## src/rtl/exception_sequencer.sv

```systemverilog
// exception_sequencer: multicycle controller that takes over the datapath
// selects to service an invalid-opcode or ALU-overflow exception.
// Sequence: EPC <- PC - 4, fetch the vector word at 252, then load PC from
// the cause byte (254 for opcode, 255 for overflow).
// Every output is a register that is loaded together with the next state, so
// no combinational path exists from the request inputs to any output.
module exception_sequencer #(
    parameter int         MEM_LAT      = 1,
    parameter logic [2:0] ALU_SUB      = 3'd2,
    parameter logic [3:0] SEL_PC_A     = 4'd0,
    parameter logic [3:0] SEL_FOUR_B   = 4'd1,
    parameter logic [3:0] SEL_VEC_ADDR = 4'd2,
    parameter logic [3:0] SEL_TREAT_PC = 4'd3
) (
    input  logic       clock,
    input  logic       reset,
    input  logic       opc_exc,
    input  logic       ovf_exc,
    output logic       busy,
    output logic [3:0] alu_src_a,
    output logic [3:0] alu_src_b,
    output logic [2:0] alu_op,
    output logic [3:0] iord,
    output logic [3:0] pc_source,
    output logic       treat_src,
    output logic       epc_write,
    output logic       pc_write,
    output logic       mem_wr,
    output logic       cause,
    output logic       done,
    output logic [7:0] exc_count,
    output logic       double_fault
);

    typedef enum logic [2:0] {
        S_IDLE  = 3'd0,
        S_EPC   = 3'd1,
        S_FETCH = 3'd2,
        S_WAIT  = 3'd3,
        S_LOAD  = 3'd4,
        S_DONE  = 3'd5
    } state_t;

    typedef struct packed {
        logic       busy;
        logic [3:0] alu_src_a;
        logic [3:0] alu_src_b;
        logic [2:0] alu_op;
        logic [3:0] iord;
        logic [3:0] pc_source;
        logic       treat_src;
        logic       epc_write;
        logic       pc_write;
        logic       done;
    } ctl_t;

    state_t     state;
    ctl_t       ctl;
    logic [2:0] wait_cnt;
    logic       cause_r;
    logic [7:0] exc_count_r;
    logic       double_fault_r;

    // Select/enable pattern the sequencer drives while sitting in state s.
    function automatic ctl_t decode(state_t s, logic cs);
        ctl_t c;
        c = '0;
        case (s)
            S_EPC: begin
                c.busy      = 1'b1;
                c.alu_src_a = SEL_PC_A;
                c.alu_src_b = SEL_FOUR_B;
                c.alu_op    = ALU_SUB;
                c.epc_write = 1'b1;
            end
            S_FETCH, S_WAIT: begin
                c.busy = 1'b1;
                c.iord = SEL_VEC_ADDR;
            end
            S_LOAD: begin
                c.busy      = 1'b1;
                c.iord      = SEL_VEC_ADDR;
                c.treat_src = cs;
                c.pc_source = SEL_TREAT_PC;
                c.pc_write  = 1'b1;
            end
            S_DONE: begin
                c.busy = 1'b1;
                c.done = 1'b1;
            end
            default: c = '0;
        endcase
        return c;
    endfunction

    // Sequencer FSM: advances state and loads the matching registered outputs.
    always_ff @(posedge clock or posedge reset) begin
        if (reset) begin
            state          <= S_IDLE;
            ctl            <= '0;
            wait_cnt       <= '0;
            cause_r        <= 1'b0;
            exc_count_r    <= '0;
            double_fault_r <= 1'b0;
        end else begin
            case (state)
                S_IDLE: begin
                    if (opc_exc || ovf_exc) begin
                        // Opcode wins a tie, so cause is 1 only for a lone overflow.
                        cause_r <= ~opc_exc;
                        state   <= S_EPC;
                        ctl     <= decode(S_EPC, ~opc_exc);
                    end else begin
                        state <= S_IDLE;
                        ctl   <= decode(S_IDLE, cause_r);
                    end
                end
                S_EPC: begin
                    state <= S_FETCH;
                    ctl   <= decode(S_FETCH, cause_r);
                end
                S_FETCH: begin
                    wait_cnt <= 3'(MEM_LAT);
                    if (MEM_LAT == 0) begin
                        state <= S_LOAD;
                        ctl   <= decode(S_LOAD, cause_r);
                    end else begin
                        state <= S_WAIT;
                        ctl   <= decode(S_WAIT, cause_r);
                    end
                end
                S_WAIT: begin
                    wait_cnt <= wait_cnt - 3'd1;
                    // <= 1 rather than == 1 so a corrupted zero count cannot stall.
                    if (wait_cnt <= 3'd1) begin
                        state <= S_LOAD;
                        ctl   <= decode(S_LOAD, cause_r);
                    end else begin
                        state <= S_WAIT;
                        ctl   <= decode(S_WAIT, cause_r);
                    end
                end
                S_LOAD: begin
                    state <= S_DONE;
                    ctl   <= decode(S_DONE, cause_r);
                    if (exc_count_r != 8'hFF)
                        exc_count_r <= exc_count_r + 8'd1;
                end
                S_DONE: begin
                    state <= S_IDLE;
                    ctl   <= decode(S_IDLE, cause_r);
                end
                default: begin
                    state <= S_IDLE;
                    ctl   <= '0;
                end
            endcase
            // A request seen while servicing is dropped but remembered.
            if (ctl.busy && (opc_exc || ovf_exc))
                double_fault_r <= 1'b1;
        end
    end

    assign busy         = ctl.busy;
    assign alu_src_a    = ctl.alu_src_a;
    assign alu_src_b    = ctl.alu_src_b;
    assign alu_op       = ctl.alu_op;
    assign iord         = ctl.iord;
    assign pc_source    = ctl.pc_source;
    assign treat_src    = ctl.treat_src;
    assign epc_write    = ctl.epc_write;
    assign pc_write     = ctl.pc_write;
    assign done         = ctl.done;
    assign mem_wr       = 1'b0;
    assign cause        = cause_r;
    assign exc_count    = exc_count_r;
    assign double_fault = double_fault_r;

endmodule

```

## config.mk

```make
export PLATFORM = sky130hd
export DESIGN_NAME = exception_sequencer
export DESIGN_NICKNAME = d
export VERILOG_FILES = /design/src/rtl/exception_sequencer.sv
export SDC_FILE = /design/constraint.sdc
export NUM_CORES = 1
export LEC_CHECK = 0
export BUFFER_PORTS_ARGS = -buffer_cell sky130_fd_sc_hd__clkbuf_2
export CAP_MARGIN = 10
export CELL_PAD_IN_SITES_DETAIL_PLACEMENT = 0
export CELL_PAD_IN_SITES_GLOBAL_PLACEMENT = 1
export CORE_MARGIN = 4
export CORE_UTILIZATION = 33
export CTS_BUF_LIST = sky130_fd_sc_hd__clkbuf_16
export CTS_CLUSTER_DIAMETER = 60
export DETAILED_ROUTE_END_ITERATION = 6
export HOLD_SLACK_MARGIN = 0.03
export PLACE_DENSITY_LB_ADDON = 0.1
export SYNTH_ARGS = -nofsm -noshare
export SYNTH_HDL_FRONTEND = slang
export SYNTH_SLANG_ARGS = --single-unit
```

## constraint.sdc

```tcl
create_clock -name clock -period 1.5 [get_ports clock]
set_input_delay 0.3 -clock clock [delete_from_list [all_inputs] [get_ports clock]]
set_output_delay 0.3 -clock clock [all_outputs]
set_load 0.005 [all_outputs]
```

==> reports/results.txt, run 1 <==
The H-tree level count is 1. The root buffer cell chosen for the clock tree is clkbuf_16. Max-cap violations in this run came to 0. Via count of the first global-routing pass: 771.

The final count of hold timing violations came out at 0. STA classifies the critical path endpoint as a flip-flop. Before antenna repair, the detailed router went through 4 iterations. The synthesized netlist occupies a cell area of 1150 µm².

For the worst setup path, the data arrival time is 1.59 ns. In this run the worst path has a maximum fanout of 3. The tools report the number of distinct library cell variants in the gate-level netlist after synthesis as 37. Dividing total power by cell area gives a power density of 1760 nW/µm². Setup repair after global routing left no endpoint under its margin. After layout, the worst path uses 96.6% of the clock period. Summed over all layers, the routed wires come to 2.06 mm.

The most used flip-flop cell after synthesis is dfrtp_1. The logs give 39 for the number of top-level design ports and 0 for the antenna violation net count after detailed routing. The clock drives 22 sinks. The number of setup buffers added after CTS is 0. Of the cells placed in the final design, the portion with a size suffix greater than 1 is 31.7%. The signal on the critical path passes through or3b_4 > nor3_2 > mux2_1. The path type of the worst min-delay path was primary input to asynchronous set/reset pin. The overall die area came out at 4500 µm². The area growth from synthesis to layout is 23.9%. The logs give 0 for the final count of negative-setup-slack endpoints and 821 for the total number of vias. The share of synthesized area occupied by flip-flops and latches was 47.8%; the y dimension of the die was 67.1 µm.

The flow ran to the end, and the final reports show no timing, DRC or antenna violations. The average detailed-routed wire length per instance is 11.2 µm, and the via-per-instance ratio is 4.44. After global routing the overflow that remains totals 0.

After legalization and detailed placement, the total HPWL measured 1.58 mm. Entering global routing, the biggest net connects 23 pins. The number of instances in the synthesized netlist came out at 106. Counting flops and latches in the post-synthesis netlist gives 22. During synthesis, Yosys emitted a total of 0 warnings. After detailed routing, the number of remaining DRC violations is 0.

The run gives 3 as the clock buffer count from CTS. The clock latency reported for the late side of the worst-skew pair came out at 0.25 ns. The cell area after placement is 1320 µm². The initial utilization of the core area, before any placement, comes to 34.3%.

The required time at the worst-slack endpoint came out at 1.64 ns. Static timing analysis puts the maximum clock frequency at 690 MHz. The finished cells cover 1430 µm².

The count of non-filler cells in the finished layout is 185. Startpoint class of the critical path: a flip-flop. The worst clock skew is 0.00157 ns, and the number of buffers between clock root and the deepest sink is 2.

In the final timing run, aggregate negative setup slack is 0 ns. TritonCTS built the clock tree. The fraction of synthesis flops using an asynchronous set or reset pin came out at 100%.

The maximum VDD drop was 0.669 mV; the initial antenna violation count was 0. The run gives 3360 µm² as the placeable core area. The width of the chip was 67.1 µm.

The total global-route track usage was 10.0%; the final RePlAce weighted congestion was 0.704. The count of standard-cell rows was 21; the longest individual stage delay on the worst path was 0.44 ns. The DRC violation total after the first TritonRoute iteration came out at 6. For this design, the slowest cell found on the critical path is or3b_4. After clock tree synthesis, the repair step resized 0 gates. The number of antenna diodes in the final layout is 0. Leaving out fill and tap cells, the most frequent cell in the layout is clkbuf_2. For this run, the post-layout net count is 147.

After clock tree synthesis, the flow added hold-fix buffers numbering 0. After detailed placement, the design holds a cell count of 181. The number of I/O port buffers was 23.

The run gives 0 as the final number of max-transition violations. The analysis attributes to cell leakage a power of 0.730 nW. The worst path needs 1.45 ns of the cycle, external delays included.

After clock tree synthesis, the clock-pin slew on the worst setup and hold paths is 0.06 ns. Classification of the worst setup path: flip-flop to flip-flop. The post-synthesis area per instance was 10.9 µm².

The synthesized design contains 0 enable-type register cells. The first global-routing pass estimated 3.48 mm of wire. The top cell types in the final layout, fill and taps aside, are clkbuf_2, dfrtp_1, conb_1. Fill cells in the final layout number 342.
critical path, delay by kind of cell, from the launching register on:
family           cells  cell delay, ns
multiplexers         1            0.33
AND/OR/NAND/NOR      2            0.63
flip-flops           1            0.37
synth_stat cells, drive strengths merged (3+ instances only):
cell | number | area [µm²]
dfrtp | 22 | 551
buf | 19 | 143
inv | 7 | 28.8
mux2 | 5 | 56.3
nand2 | 4 | 15.0
nor2 | 4 | 15.0
o21ai | 4 | 23.8
a21oi | 3 | 15.0
ha | 3 | 37.5
nand2b | 3 | 18.8
nand4 | 3 | 18.8
nor3 | 3 | 15.0
layer usage:
metal	GRT usage (%)	wire length (µm)	vias to the layer above
met5	0	0	-
met1	12.7	935	400
met3	3.54	133	2
met4	2.28	8	0
li1	-	-	402
met2	16.2	987	17
logic make-up after synthesis:
logic type	synth area share, %
flops	47.8
fa+ha+maj	3.26
simple gates	15.7
compound gates	9.88
mux	6.62
xor+xnor	1.52
other cells	0.325
buf+inv	14.9
final cells by class:
class | instances | area, µm² | share of cell area, %
Clock buffer | 3 | 75.1 | 5.26
Clock inverter | 1 | 30.0 | 2.10
Sequential cell | 22 | 551 | 38.6
Multi-Input combinational cell | 72 | 488 | 34.2
Tap cell | 46 | 57.6 | 4.03
Inverter | 7 | 28.8 | 2.02
Timing Repair Buffer | 34 | 198 | 13.8
path summary, 6_finish.rpt:
path / startpoint / end / slack [ns] / cells after the start
setup / recovery: state[1] / exc_count[5] / 0.05 / 3
hold / removal: reset / exc_count[6] / 0.06 / 3
setup reg to reg: state[1] / exc_count[5] / 0.05 / 3
hold reg to reg: double_fault / double_fault / 0.48 / 1
max in group asynchronous: reset / exc_count[2] / 1.21 / 3
min in group clock: opc_exc / cause / 0.26 / 2
stage by stage:
step | hold WS, ns | utilization (%) | total power, mW | setup slack, ns
floorplan | 0.289 | - | 1.48 | 0.0110
global placement | 0.334 | 39.3 | 1.78 | 0.0674
detailed placement | 0.350 | 39.3 | 1.79 | 0.0557
CTS | 0.0814 | 42.4 | 2.55 | 0.0429
global route | 0.0918 | 42.4 | 2.71 | 0.00204
finish | 0.0612 | 42.4 | 2.51 | 0.0510
report_power, final:
part	switching, mW	leakage (nW)	internal (mW)
Clock	0.214	0.0511	0.530
Combinational	0.433	0.401	0.437
Sequential	0.114	0.277	0.779
sequential cells by signal (all words and copies together) (netlist names):
register / count
done: 1
pc_source: 1
iord: 1
exc_count: 8
alu_op: 1
cause: 1
state: 3
double_fault: 1
treat_src: 1
busy: 1
wait_cnt: 3
Power figures use the tool's default switching activity.
==> run 2, diff against run 1 <==
Settings changed: SETUP_SLACK_MARGIN set to 0.4.
==> run 2 against run 1 <==
Clock skew is 0.00092 ns higher. Non-clock buffer count is 14 higher. Maximum frequency hardly changed. Cell count is 7.0% higher. First-iteration DRC count is 83% higher. Via count is 5.8% higher. Sequential power is 2% higher. Total power is 14% higher. Critical path depth is 1 higher. Worst hold slack worse by 0.0017 ns.
==> reports/results.txt, run 2 (synthesis gave the netlist of run 1 again) <==
The critical path arrival is 1.59 ns (about the same), and the number of max-capacitance violations reported is 0 (unchanged). The maximum VDD drop is 0.628 mV (was 0.669 mV). The accumulated negative setup slack was 0 ns (unchanged); the final count of negative-setup-slack endpoints was 0 (unchanged). The proportion of layout cells with a drive suffix above 1 was 48.0% (was 31.7%); the longest individual stage delay on the worst path was 0.44 ns (about the same). Classification of the worst setup path: flip-flop to flip-flop (unchanged). The tools report the total power consumption of the routed design as 2.86 mW (was 2.51 mW). The tools report the worst clock skew as 0.00249 ns (was 0.00157 ns). The tools report the H-tree level count as 1 (unchanged). The tools report the required time at the worst-slack endpoint as 1.64 ns (about the same). Leading cell type in the layout, fill and taps excluded: clkbuf_2 (unchanged).

The startpoint of the most critical register-to-register path was state[0] (was state[1]). The tools report the final RePlAce weighted congestion as 0.729 (was 0.704). The logs give 0 (unchanged) for the initial antenna violation count and 690 MHz (about the same) for the achievable clock frequency. The number of buffers and inverters on the critical path came out at 1 (was 0).

The switching part of the total was 32.6% (was 30.4%). The run gives 4500 µm² (unchanged) as the overall die area. The power per cell area is 1760 nW/µm² (about the same). The width of the chip is 67.1 µm (unchanged), and the total global-route track usage is 10.8% (was 10.0%).

The worst hold slack was 0.0595 ns (was 0.0612 ns). The sink count of the clock tree was 22 (unchanged). The tools report the effective utilization at floorplan as 34.3% (unchanged). The final critical-path share of the clock period was 96.6% (about the same). The count of standard-cell rows was 21 (unchanged); the number of iterations in the first detailed-routing pass was 2 (was 4). The average detailed-routed wire length per instance is 12.0 µm (was 11.2 µm).

The via-per-instance ratio was 4.39 (was 4.44). The antenna violation net count after detailed routing was 0 (unchanged). The DRC violation total after the first TritonRoute iteration is 11 (was 6).

The run gives 0 (unchanged) as the antenna cell count. Setup repair after global routing could not meet its margin everywhere. The final number of max-transition violations is 0 (unchanged), and the clock buffer count from CTS is 3 (unchanged). TritonCTS built the clock tree. The endpoint kind of the worst setup timing path is a flip-flop (unchanged). The run gives 814 (was 771) as the via count of the first global-routing pass.

The run finished with clean final reports. For the final design area excluding fillers, the log shows 1620 µm² (was 1430 µm²). The cell area after placement was 1320 µm² (about the same); the clock-pin slew reported for the worst setup and hold paths after clock tree synthesis was 0.06 ns (about the same). The logs give 869 (was 821) for the total number of vias and 48.8% (was 34.7%) for the proportion of power drawn by combinational gates.

Detailed-route DRC error count: 0 (unchanged). The largest fanout of any net on the critical path was 4 (was 3). The startpoint class of the critical path is a flip-flop (unchanged). The run gives 0.807 nW (was 0.730 nW) as the static leakage power.

The y dimension of the die is 67.1 µm (unchanged). The path type of the worst min-delay path was primary input to asynchronous set/reset pin (unchanged). The number of fillers in the final layout is 335 (was 342).

The number of I/O port buffers was 23 (unchanged). Cell with the largest stage delay on the worst path: or3b_4 (unchanged). The overall routed net length is 2.38 mm (was 2.06 mm). The portion of total power attributed to sequential cells was 31.8% (was 35.6%).

List of cells traversed by the critical path: or3b_4 > inv_4 > nand4_1 > mux2_1 (was or3b_4 > nor3_2 > mux2_1). The area added between synthesis and finish is 40.8% (was 23.9%), and the clock network fraction of design power is 19.4% (was 29.7%). Startpoint of the worst setup timing path: state[0] (was state[1]). The logs give 0.25 ns (about the same) for the clock latency reported for the late side of the worst-skew pair and 1.60 mm (was 1.58 mm) for the final HPWL from detailed placement. Number of flip-flops in the largest register: 8 (unchanged).

The placeable core area is 3360 µm² (unchanged), and the wire length of the first global-routing pass is 3.64 mm (was 3.48 mm). For the leftover overflow at the end of global routing, the log shows 0 (unchanged). The shortest clock period the worst path allows after layout works out to 1.45 ns (about the same). Largest delay contributor family on the critical path: simple AND/OR/NAND/NOR gates (unchanged). The number of buffers between clock root and the deepest sink was 2 (unchanged). The logs give 932 µW (was 762 µW) for the switching power of the nets and 23 (unchanged) for the pin count of the biggest net entering global routing. Commonest cells after routing, fill and taps aside: clkbuf_2, dfrtp_1, buf_4 (was clkbuf_2, dfrtp_1, conb_1). The number of nets in the layout is 161 (was 147). The number of top-level design ports came out at 39 (unchanged). The tools report the cell chosen for the clock root as clkbuf_16 (unchanged). The final count of hold timing violations is 0 (unchanged). The run gives 1.93 mW (was 1.75 mW) as the internal power component.
[run 2: cell types whose count changed in the layout (fill, tap and decap cells not counted), moves of 2 or more]
cell,change
nor2_2,+2
mux2_1,-2
mux2_4,+3
o21ai_0,-2
buf_6,+9
o21ai_1,+2
buf_4,+5
nor2_1,-2
ha_4,+2
ha_1,-3
[run 2: area by class of cell]
type	instances	area, µm²	area share, %
clock buffer	3	75.1	4.63
timing repair buffer	48	337	20.7
multi-input combinational	72	573	35.3
tap	46	57.6	3.55
inverter	7	28.8	1.77
sequential	22	552	34.0
[run 2: worst min-delay path, stage by stage]
cell	delay, ns
clkbuf_2	0.08
inv_1	0.04
buf_4	0.28
[run 2: path summary, 6_finish.rpt]
path	to	slack, ns	cells after the start
max	exc_count[6]	0.05	4
min	cause	0.06	3
max reg2reg	exc_count[6]	0.05	4
min reg2reg	double_fault	0.46	1
max in group asynchronous	exc_count[5]	1.20	3
min in group clock	cause	0.27	2
[run 2: power by group through the flow]
stage,Combinational [mW],Sequential (mW),Clock [mW]
floorplan,0.557,0.944,0
global placement,0.881,0.905,0
detailed placement,0.880,0.914,0
CTS,1.21,0.897,0.573
global route,1.57,0.927,0.588
finish,1.40,0.909,0.556
[run 2: repair_timing]
item                                   CTS  global route
endpoints found under the hold margin    0             0
gates resized for setup                 14            16
buffers inserted                        11             5
pin swaps                                8             6
setup endpoints to repair               23            26
hold buffers                             0             0
[run 2: stage by stage]
step / setup WS [ns] / instances / utilization [%]
2_1_floorplan: 0.0211 / 120 / -
6_report: 0.0508 / 198 / 48.3
3_3_place_gp: 0.0801 / 179 / 39.1
3_5_place_dp: 0.0651 / 179 / 39.1
5_1_grt: 0.00820 / 198 / 48.3
4_1_cts: 0.0451 / 193 / 45.3
[run 2: layer usage]
metal	track usage [%]	share of wire, %
met1	13.4	44
met2	17.7	47
met3	2.19	5.8
met4	5.32	2.3
met5	0	0
==> run 3, diff against run 2 <==
--- a/config.mk
+++ b/config.mk
@@ -7,2 +7,3 @@
 export LEC_CHECK = 0
+export ABC_AREA = 1
 export BUFFER_PORTS_ARGS = -buffer_cell sky130_fd_sc_hd__clkbuf_2
==> constraint.sdc (replaced) <==
create_clock -name clock -period 1.5 [get_ports clock]
set_input_delay 0.15 -clock clock [delete_from_list [all_inputs] [get_ports clock]]
set_output_delay 0.15 -clock clock [all_outputs]
set_load 0.005 [all_outputs]
==> run 3 against run 2 <==
Count of clock-buffer cells in the layout is the same. Highest routed layer unchanged. Non-clock buffer count shrank 15. Sequential cell count is the same. Combinational power shrank 31%. Worst hold slack gained 0.036 ns. Via count grew 5.2%. Global-route usage grew 0.72 points. Register-to-register slack gained 0.24 ns. Total power shrank 6.7%. Critical endpoint is now exc_count[4]. Synthesized cell count grew 32%. Sequential power grew 3.7%. Wire length shrank 2.4%.
==> reports/results.txt, run 3 <==
The worst clock skew came out at 0.00191 ns (was 0.00249 ns). The cell type contributing the most total cell area after synthesis was dfrtp_1 (unchanged). The clock network fraction of design power was 28.4% (was 19.4%). The fraction of synthesis flops using an asynchronous set or reset pin is 100% (unchanged). Yosys synthesis warning count: 0 (unchanged). The clock latency reported for the late side of the worst-skew pair was 0.26 ns (was 0.25 ns); the worst hold slack was 0.0960 ns (was 0.0595 ns). The run gives 1.19 mm (was 1.13 mm) as the routed length on met2.

Post-synthesis area per instance: 8.71 µm² (was 10.9 µm²). The number of I/O port buffers works out to 23 (unchanged). The capture instance of the worst register-to-register path was exc_count[4] (was exc_count[6]).

The run gives 11.5% (was 10.8%) as the total global-route track usage. Setup slack of the worst register-to-register path: 0.29 ns (was 0.05 ns). Final critical-path share of the clock period: 80.4% (was 96.6%). The tools report the portion of total power attributed to sequential cells as 35.3% (was 31.8%).

The antenna violation net count after detailed routing came out at 0 (unchanged). The wire length on met1 is 927 µm (was 1.06 mm), and the count of standard-cell rows is 21 (unchanged). The number of iterations in the first detailed-routing pass was 3 (was 2); the clock-pin slew reported for the worst setup and hold paths after clock tree synthesis was 0.06 ns (about the same). The run finished with clean final reports. The power per cell area was 1720 nW/µm² (was 1760 nW/µm²); the proportion of power drawn by combinational gates was 36.3% (was 48.8%). The via count of the first global-routing pass was 916 (was 814). The number of enable flip-flop cells after synthesis was 0 (unchanged). Most numerous cell types in the synthesized netlist: nand2_1, dfrtp_1, buf_4 (was dfrtp_1, buf_4, inv_1). For the placeable core area, the log shows 3440 µm² (was 3360 µm²). List of cells traversed by the critical path: ha_2 > inv_2 > nor2_4 > xor2_1 > nand2_4 > nand2_2 (was or3b_4 > inv_4 > nand4_1 > mux2_1). The tools report the cell area after placement as 1310 µm² (was 1320 µm²). The share of synthesized area occupied by flip-flops and latches is 45.1% (was 47.8%).

The area of the mapped netlist was 1220 µm² (was 1150 µm²). The path depth of the worst reg2reg path is 6 (was 4), and the antenna cell count is 0 (unchanged). The tools report the cell chosen for the clock root as clkbuf_16 (unchanged).

The tools report the startpoint of the most critical register-to-register path as exc_count[1] (was state[0]). The cell with the largest stage delay on the worst path is dfrtp_1 (was or3b_4). The multi-input combinational cell area was 554 µm² (was 573 µm²). Top cells by area in the synthesized netlist: dfrtp_1, buf_4, nand2_1 (was dfrtp_1, buf_4, mux2_1). The worst setup path endpoint is exc_count[4] (was exc_count[6]). Commonest cells after routing, fill and taps aside: nand2_1, clkbuf_2, dfrtp_1 (was clkbuf_2, dfrtp_1, buf_4).

The number of top-level design ports is 39 (unchanged). The highest signal layer in the routed design was met4 (unchanged). Number of max-capacitance violations reported: 0 (unchanged). The largest fanout of any net on the critical path is 3 (was 4). The tools report the critical path arrival as 1.41 ns (was 1.59 ns). Final HPWL from detailed placement: 1.68 mm (was 1.60 mm). The accumulated negative setup slack is 0 ns (unchanged), and the leftover overflow at the end of global routing is 0 (unchanged).

The tools report the number of buffers between clock root and the deepest sink as 2 (unchanged). TritonCTS built the clock tree. The logs give 3 (unchanged) for the clock buffer count from CTS and 218 (was 198) for the count of non-filler cells in the finished layout. The dominant synthesized flop cell is dfrtp_1 (unchanged). Final number of max-transition violations: 0 (unchanged). Routed length on met3: 153 µm (was 138 µm). The path type of the worst min-delay path was primary input to flip-flop (was primary input to asynchronous set/reset pin). Maximum VDD drop: 0.981 mV (was 0.628 mV).

The tools report the endpoint kind of the worst setup timing path as a flip-flop (unchanged). The number of nets in the layout is 180 (was 161), and the area added between synthesis and finish is 27.1% (was 40.8%). The static leakage power was 0.825 nW (was 0.807 nW). The average detailed-routed wire length per instance was 10.6 µm (was 12.0 µm); the switching part of the total was 33.6% (was 32.6%). The final design area excluding fillers was 1550 µm² (was 1620 µm²); the achievable clock frequency was 829 MHz (was 690 MHz).

The number of flip-flops in the largest register was 8 (unchanged); the total of flip-flops plus latches after synthesis was 22 (unchanged). Setup repair after global routing could not meet its margin everywhere. The leading cell type in the layout, fill and taps excluded is nand2_1 (was clkbuf_2).

The shortest clock period the worst path allows after layout is 1.21 ns (was 1.45 ns). The width of the chip is 68.8 µm (was 67.1 µm), and the required time at the worst-slack endpoint is 1.70 ns (was 1.64 ns). The tools report the number of distinct library cell variants in the gate-level netlist after synthesis as 24 (was 37). For the overall routed net length, the log shows 2.32 mm (was 2.38 mm). The final RePlAce weighted congestion came out at 0.764 (was 0.729).

The tools report the launch point of the worst hold path as opc_exc. The proportion of layout cells with a drive suffix above 1 was 37.8% (was 48.0%); the internal power component was 1.77 mW (was 1.93 mW). The share of the synthesized area in the top cell type was 45.1% (was 47.8%); the switching power of the nets was 897 µW (was 932 µW). The number of instances in the synthesized netlist was 140 (was 106); the DRC violation total after the first TritonRoute iteration was 23 (was 11). The sink count of the clock tree was 22 (unchanged).

The number of cells in the design after placement is 205 (was 179). The overall die area is 4730 µm² (was 4500 µm²), and the via-per-instance ratio is 4.19 (was 4.39). The wire length of the first global-routing pass was 3.95 mm (was 3.64 mm); the combined flip-flop and latch cell area was 553 µm² (was 552 µm²).

The classification of the worst setup path was flip-flop to flip-flop (unchanged). The tools report the total number of vias as 914 (was 869). The final count of hold timing violations is 0 (unchanged), and the number of fillers in the final layout is 351 (was 335). The tools report the startpoint of the worst setup timing path as exc_count[1] (was state[0]). The initial antenna violation count was 0 (unchanged).

Leading cell type by number of instances after synthesis: nand2_1 (was dfrtp_1). The tools report the detailed-route DRC error count as 0 (unchanged). The final count of negative-setup-slack endpoints came out at 0 (unchanged). The longest individual stage delay on the worst path was 0.37 ns (was 0.44 ns). H-tree level count: 1 (unchanged). The startpoint class of the critical path was a flip-flop (unchanged). Pin count of the biggest net entering global routing: 23 (unchanged). The effective utilization at floorplan was 35.4% (was 34.3%). Y dimension of the die: 68.8 µm (was 67.1 µm).
## run 3: repair_timing
action,4_1_cts,5_1_grt
pin swaps,1,12
hold buffers,1,0
endpoints found under the setup margin,10,14
hold endpoints to repair,22,0
resized for setup,5,15
buffers inserted,3,5
## run 3: logic make-up (layout without fill, tap and decap cells)
logic type	after synthesis	count (layout)	synth area share [%]
other	1	15	0.307
and+or+nand+nor	63	63	26.1
buffers and inverters	39	57	18.7
DFF	22	22	45.1
AOI/OAI and AO/OA	8	8	3.90
xor gates and xnor gates	4	4	2.87
adders and majority gates	3	3	3.08
## run 3: power groups by stage
stage	registers (mW)	logic [mW]	clock network [mW]
after global routing	0.970	1.12	0.806
after CTS	0.937	0.835	0.780
after detailed placement	0.958	0.748	0
after floorplan	0.942	0.578	0
final	0.943	0.971	0.757
after global placement	0.944	0.748	0
## run 3: metal layers
layer	GRT usage, %	vias up
met5	0	-
met4	6.08	0
met3	4.05	4
met2	20.4	29
met1	11.9	418
li1	-	463
## run 3: worst max-delay path: cells and delay by family (launching register included)
kind | cells | cell delay [ns]
DFF | 1 | 0.37
and+or+nand+nor | 3 | 0.26
xor gates and xnor gates | 1 | 0.26
adders and majority gates | 1 | 0.21
buffers and inverters | 1 | 0.05
## run 3: layout make-up
cell class | instances | area share (%)
Clock inverter | 1 | 1.94
Inverter | 20 | 5.65
Timing Repair Buffer | 33 | 12.4
Sequential cell | 22 | 35.7
Multi-Input combinational cell | 93 | 35.8
Clock buffer | 3 | 4.84
Tap cell | 46 | 3.71
## run 3: worst min path at each step
stage | endpoint | slack, ns | cells past startpoint
2_1_floorplan | alu_op[1] | 0.14 | 1
6_report | cause | 0.1 | 2
3_3_place_gp | exc_count[1] | 0.19 | 3
4_1_cts | cause | 0.1 | 2
3_5_place_dp | exc_count[2] | 0.19 | 3
5_1_grt | cause | 0.13 | 2
## run 3: metrics by stage
| stage | total power, mW | worst slack, ns | util [%] |
|---|---|---|---|
| 6_report | 2.67 | 0.294 | 45.0 |
| 5_1_grt | 2.89 | 0.187 | 45.0 |
| 4_1_cts | 2.55 | 0.296 | 42.4 |
| 3_5_place_dp | 1.71 | 0.213 | 38.1 |
| 3_3_place_gp | 1.69 | 0.280 | 38.1 |
| 2_1_floorplan | 1.52 | 0.323 | - |
